==> src/rtl/seven_seg_pkg.sv <==
// Shared segment encodings (active-low {a,b,c,d,e,f,g}) and the nibble decode function
// used by the seven-segment drivers.
package seven_seg_pkg;

  typedef logic [6:0] seg_t;

  localparam seg_t SEG_0     = 7'b0000001;
  localparam seg_t SEG_1     = 7'b1001111;
  localparam seg_t SEG_2     = 7'b0010010;
  localparam seg_t SEG_3     = 7'b0000110;
  localparam seg_t SEG_4     = 7'b1001100;
  localparam seg_t SEG_5     = 7'b0100100;
  localparam seg_t SEG_6     = 7'b0100000;
  localparam seg_t SEG_7     = 7'b0001111;
  localparam seg_t SEG_8     = 7'b0000000;
  localparam seg_t SEG_9     = 7'b0001100;
  localparam seg_t SEG_A     = 7'b0001000;
  localparam seg_t SEG_B     = 7'b1100000;
  localparam seg_t SEG_C     = 7'b0110001;
  localparam seg_t SEG_D     = 7'b1000010;
  localparam seg_t SEG_E     = 7'b0110000;
  localparam seg_t SEG_F     = 7'b0111000;
  localparam seg_t SEG_DASH  = 7'b1111110;
  localparam seg_t SEG_BLANK = 7'b1111111;

  // Nibbles 10..15 render as a dash unless hex mode is selected.
  function automatic seg_t seg_decode(input logic [3:0] nibble, input logic hex_mode);
    seg_t seg;
    seg = SEG_BLANK;
    case (nibble)
      4'h0: seg = SEG_0;
      4'h1: seg = SEG_1;
      4'h2: seg = SEG_2;
      4'h3: seg = SEG_3;
      4'h4: seg = SEG_4;
      4'h5: seg = SEG_5;
      4'h6: seg = SEG_6;
      4'h7: seg = SEG_7;
      4'h8: seg = SEG_8;
      4'h9: seg = SEG_9;
      4'hA: seg = hex_mode ? SEG_A : SEG_DASH;
      4'hB: seg = hex_mode ? SEG_B : SEG_DASH;
      4'hC: seg = hex_mode ? SEG_C : SEG_DASH;
      4'hD: seg = hex_mode ? SEG_D : SEG_DASH;
      4'hE: seg = hex_mode ? SEG_E : SEG_DASH;
      4'hF: seg = hex_mode ? SEG_F : SEG_DASH;
      default: seg = SEG_BLANK;
    endcase
    return seg;
  endfunction

endpackage

==> src/rtl/seven_seg_decoder.sv <==
// Combinational nibble-to-segment decoder with blanking; also usable standalone for a
// single-digit display.
module seven_seg_decoder
  import seven_seg_pkg::*;
(
  input  logic [3:0] i_nibble,
  input  logic       i_hex_mode,
  input  logic       i_blank,
  output logic [6:0] o_seg
);

  always_comb begin
    o_seg = i_blank ? SEG_BLANK : seg_decode(i_nibble, i_hex_mode);
  end

endmodule

==> src/rtl/seven_seg_mux_driver.sv <==
// Time-multiplexed common-anode driver: scans DIGITS digits from a shadow register that
// only takes new values at frame boundaries, so a frame never mixes old and new content.
module seven_seg_mux_driver
  import seven_seg_pkg::*;
#(
  parameter int unsigned DIGITS      = 4,
  parameter int unsigned REFRESH_DIV = 1000
) (
  input  logic                  clk,
  input  logic                  rst,
  input  logic [4*DIGITS-1:0]   number,
  input  logic [DIGITS-1:0]     dp_in,
  input  logic                  load,
  input  logic                  hex_mode,
  input  logic                  blank_lz,
  output logic [6:0]            display_out,
  output logic                  dp_out,
  output logic [DIGITS-1:0]     anode,
  output logic                  pending
);

  localparam int unsigned IDX_W = (DIGITS > 1) ? $clog2(DIGITS) : 1;
  localparam int unsigned PRE_W = $clog2(REFRESH_DIV);

  logic [PRE_W-1:0]    r_pre;
  logic [IDX_W-1:0]    r_idx;
  logic [4*DIGITS-1:0] r_pend_num, r_shd_num;
  logic [DIGITS-1:0]   r_pend_dp, r_shd_dp;
  logic                r_pend_hex, r_pend_blz, r_shd_hex, r_shd_blz, r_pending;
  logic [6:0]          r_seg;
  logic                r_dp;
  logic [DIGITS-1:0]   r_anode;

  logic                w_tick, w_frame_end, w_last_idx;
  logic                w_allz, w_lz_sel, w_dp_sel, w_blank;
  logic [3:0]          w_nib;
  logic [DIGITS-1:0]   w_onehot;
  logic [6:0]          w_seg;

  assign w_tick      = (r_pre == PRE_W'(REFRESH_DIV - 1));
  assign w_last_idx  = (r_idx == IDX_W'(DIGITS - 1));
  assign w_frame_end = w_tick && w_last_idx;

  always_ff @(posedge clk) begin
    if (rst) begin
      r_pre <= '0;
      r_idx <= '0;
    end else begin
      r_pre <= w_tick ? '0 : r_pre + PRE_W'(1);
      if (w_tick) begin
        r_idx <= w_last_idx ? '0 : r_idx + IDX_W'(1);
      end
    end
  end

  // A load coinciding with the frame end bypasses the pending register entirely.
  always_ff @(posedge clk) begin
    if (rst) begin
      r_pend_num <= '0;
      r_pend_dp  <= '0;
      r_pend_hex <= 1'b0;
      r_pend_blz <= 1'b0;
      r_pending  <= 1'b0;
      r_shd_num  <= '0;
      r_shd_dp   <= '0;
      r_shd_hex  <= 1'b0;
      r_shd_blz  <= 1'b0;
    end else begin
      if (load) begin
        r_pend_num <= number;
        r_pend_dp  <= dp_in;
        r_pend_hex <= hex_mode;
        r_pend_blz <= blank_lz;
      end
      if (w_frame_end) begin
        r_pending <= 1'b0;
        if (load) begin
          r_shd_num <= number;
          r_shd_dp  <= dp_in;
          r_shd_hex <= hex_mode;
          r_shd_blz <= blank_lz;
        end else if (r_pending) begin
          r_shd_num <= r_pend_num;
          r_shd_dp  <= r_pend_dp;
          r_shd_hex <= r_pend_hex;
          r_shd_blz <= r_pend_blz;
        end
      end else if (load) begin
        r_pending <= 1'b1;
      end
    end
  end

  // Walk from the most significant digit down, tracking whether all nibbles so far are zero.
  always_comb begin
    w_allz   = 1'b1;
    w_lz_sel = 1'b0;
    w_dp_sel = 1'b0;
    w_nib    = 4'h0;
    w_onehot = '0;
    for (int k = DIGITS - 1; k >= 0; k--) begin
      w_allz = w_allz && (r_shd_num[4*k +: 4] == 4'h0);
      if (r_idx == IDX_W'(k)) begin
        w_onehot[k] = 1'b1;
        w_nib       = r_shd_num[4*k +: 4];
        w_dp_sel    = r_shd_dp[k];
        w_lz_sel    = w_allz && (k != 0);
      end
    end
  end

  assign w_blank = r_shd_blz && w_lz_sel;

  seven_seg_decoder u_decoder (
    .i_nibble   (w_nib),
    .i_hex_mode (r_shd_hex),
    .i_blank    (w_blank),
    .o_seg      (w_seg)
  );

  always_ff @(posedge clk) begin
    if (rst) begin
      r_seg   <= SEG_BLANK;
      r_dp    <= 1'b1;
      r_anode <= '1;
    end else begin
      r_seg   <= w_seg;
      r_dp    <= ~w_dp_sel;
      r_anode <= ~w_onehot;
    end
  end

  assign display_out = r_seg;
  assign dp_out      = r_dp;
  assign anode       = r_anode;
  assign pending     = r_pending;

endmodule
==> config.mk <==
export PLATFORM = sky130hd
export DESIGN_NAME = seven_seg_mux_driver
export DESIGN_NICKNAME = d
export VERILOG_FILES = /design/src/rtl/seven_seg_pkg.sv /design/src/rtl/seven_seg_decoder.sv /design/src/rtl/seven_seg_mux_driver.sv
export SDC_FILE = /design/constraint.sdc
export NUM_CORES = 1
export LEC_CHECK = 0
export CORE_ASPECT_RATIO = 0.8
export CORE_MARGIN = 3
export CORE_UTILIZATION = 40
export CTS_CLUSTER_SIZE = 10
export DETAILED_ROUTE_END_ITERATION = 8
export PLACE_DENSITY_LB_ADDON = 0.2
export SYNTH_ARGS = -nofsm -noshare
export SYNTH_HDL_FRONTEND = slang
export SYNTH_SLANG_ARGS = --single-unit
export TNS_END_PERCENT = 50
==> constraint.sdc <==
create_clock -name clk -period 1.9 [get_ports clk]
set_input_delay 0.19 -clock clk [delete_from_list [all_inputs] [get_ports clk]]
set_output_delay 0.19 -clock clk [all_outputs]
set_load 0.05 [all_outputs]
==> summary.txt <==
Starting Density: 42.13%
Maxcap violations: 0
Worst setup path class: reg2reg
Sequential fraction of the synthesis area: 46.66%
Die Height: 82.95 microns
Setup crit end kind: flop
Dpl ws: -166.6 ps
Die area: 0.008475 sq mm
Core Area: 0.007027 sq mm
Fillers: 622
Vias in the first global route: 2,376
Dpl cells: 449
Post-synthesis register bit count: 69
Row count: 27
Synth Cell Area: 0.002960 sq mm
CTS HTree Levels: 3
Non-Filler Instances: 477
Worst VDD drop: 0.0005229 V
CP Launch Type: flop
Min setup slack post-route: 7.784 ps
Most frequent cells in the layout: dfxtp_1, nor2_1, clkdlybuf4s50_1, buf_4, a211oi_1
Largest net degree at the start of global routing: 35
Area Overhead vs Synth: 37.49%
Register Area: 0.001390 sq mm
Antenna diodes: 0
First-pass GRT wire length: 10,940 microns
Vias: 2,461
Clock Skew: 11.38 ps
Critical path peak fanout: 7
Yosys warns: 0
Final setup viols: 0
Post-synth EDFFs: 0
Avg Cell Area, Syn: 9.339 sq um
Synthesized net count: 347
First drt pass iteration count: 4
Final ANT Viol Nets: 0
Hold Crit Class: in2reg
Die width: 102.2 microns
Logic pwr share: 7.2%
Clk buf depth: 2
PortBufs: 37
Unrepaired setup endpoints after global routing: true
Largest area contributor in the netlist: dfxtp_1
GRT Util Overall: 16.10%
Synth unique cells: 48
Primary FF master, synth: dfxtp_1
Commonest non-fill, non-tap cell in the layout: dfxtp_1
Routed vias/inst: 5.159
CTS Root Cell: clkbuf_8
Top cell type's share of synthesized area: 46.66%
P_int: 2361 uW
Required @ worst endpoint: 2190 ps
P per Cell Area: 749.4 mW/mm^2
I/O pin total: 38
FFs w/ async S/R, synth: 0%
Mapped Cells: 317
Share of layout cells above drive strength 1: 24.36%
Tcrit/Tclk final: 99.59%
Net Sw Frac: 22.59%
Initial antenna violation count: 0
Max frequency: 528.5 MHz
Sw power: 689.1 uW
Initial DRC Count: 125
CTS clk-pin slew, worst paths: 80 ps
Routed wire length: 6742 microns
DP HPWL: 4555 microns
Clk_lat worst skew: 350 ps
Sequential power share: 49.1%
Final #Nets: 416
Final Max Slew Viols: 0
Avg WL per Cell: 14.13 microns
Final hold vios: 0
Pleak: 0.001595 uW
Final min period: 1892 ps
Placer congestion estimate: 0.8727
Area of the multi-input gates: 0.001548 sq mm
Total clock buffers created by CTS: 9
TritonCTS clock tree: done
Worst-margin pin slew: 494.3 ps
Synth area leaders: dfxtp_1, nor2_1, mux2i_1
Clk sink count: 69
Status: completed
DRC: 0
Total grt overflow: 0
Relative slew slack: 66.95%
CP arrival: 2180 ps
Clock power frac: 43.7%
-- final cells by class --
type / count / area share [%]
clock buffer: 10 / 3.381
clock inverter: 5 / 2.060
sequential: 69 / 34.15
inverter: 10 / 1.107
timing repair buffer: 80 / 18.60
tap: 87 / 2.674
multi-input combinational: 216 / 38.03
-- cells in the mapped netlist (2+ instances only) --
| library cell | n |
|---|---|
| mux2_2 | 3 |
| mux2i_1 | 19 |
| ha_1 | 5 |
| inv_1 | 9 |
| xor2_1 | 4 |
| a31o_1 | 2 |
| o21ai_1 | 5 |
| nor2_1 | 56 |
| a21oi_1 | 12 |
| nor2b_1 | 3 |
| o211ai_1 | 2 |
| xnor2_1 | 4 |
| nand4_1 | 3 |
| nand2b_1 | 7 |
| nand2_1 | 22 |
| nor3b_1 | 6 |
| a211oi_1 | 24 |
| clkbuf_1 | 9 |
| a32oi_1 | 2 |
| buf_2 | 7 |
| a221o_1 | 4 |
| buf_6 | 2 |
| buf_4 | 3 |
| nand3_1 | 2 |
| or3_1 | 2 |
| dfxtp_1 | 69 |
| and3_1 | 2 |
| and2_1 | 4 |
| o21ai_0 | 3 |
| nand3b_1 | 4 |
-- flip-flops by register name (all words and copies together) (netlist names), 2 cells and up --
name / count
r_pend_num: 16
r_shd_num: 16
r_pre: 10
display_out: 7
anode: 4
r_pend_dp: 4
r_shd_dp: 4
r_idx: 2
-- layer usage --
layer / global-route usage (%) / up-vias / part of all wire (%)
met4: 4.052 / 0 / 0.80
met2: 24.48 / 43 / 45
li1: - / 1253 / -
met3: 5.458 / 8 / 4.3
met1: 21.85 / 1157 / 49
met5: 0 / - / 0
-- path summary, 6_finish.rpt --
| path | from | endpoint | slack [ps] | cells past startpoint |
|---|---|---|---|---|
| worst min-delay path | rst | r_pend_hex$_SDFFE_PP0P_ | 250 | 2 |
| worst max-delay path | r_idx[0]$_SDFFE_PP0N_ | display_out[1]$_SDFF_PP1_ | 8 | 9 |
| worst min register to register | r_pre[0]$_SDFF_PP0_ | r_pre[0]$_SDFF_PP0_ | 430 | 1 |
| worst max register to register | r_idx[0]$_SDFFE_PP0N_ | display_out[1]$_SDFF_PP1_ | 8 | 9 |
-- power groups by stage --
stage	registers [uW]	clock network [uW]	logic (uW)
finish	1500	1330	221
global route	1500	1430	240
CTS	1500	1360	221
detailed placement	1530	0	220
global placement	1530	0	217
floorplan	1570	0	95.7
-- worst max-delay path: stages, from the launching register on --
cell,delay [ps]
dfxtp_4,370
inv_4,80
ha_4,180
buf_6,130
a211oi_1,50
a221o_2,440
buf_4,160
buf_4,120
a32oi_1,180
a21o_1,130
-- cell families after synthesis --
group	after synthesis	synth area share [%]
compound gates	63	16.23
fa+ha+maj	5	2.113
simple gates	118	19.78
flops	69	46.66
xor+xnor	8	2.367
mux	22	7.565
buf+inv	32	5.283
-- through the flow --
stage / hold WS, ps / setup TNS (ps) / power (uW) / cell area [sq um] / utilization [%]
2_1_floorplan: 357.3 / -5.845 / 1661 / 2967 / -
3_3_place_gp: 431.0 / -696.1 / 1750 / 3563 / 50.71
3_5_place_dp: 441.7 / -879.2 / 1754 / 3563 / 50.71
4_1_cts: 259.8 / 0 / 3079 / 3876 / 55.16
5_1_grt: 269.6 / -526.5 / 3171 / 4070 / 57.92
6_report: 253.5 / 0 / 3050 / 4070 / 57.92
-- repair_timing --
item / CTS / global route
hold endpoints to repair: 0 / 0
pin swaps: 2 / 7
setup endpoints to repair: 7 / 26
resized for setup: 15 / 28
setup buffers: 4 / 6
hold buffers: 0 / 0
gates cloned: 0 / 3
(Power assumes the default switching activity.)
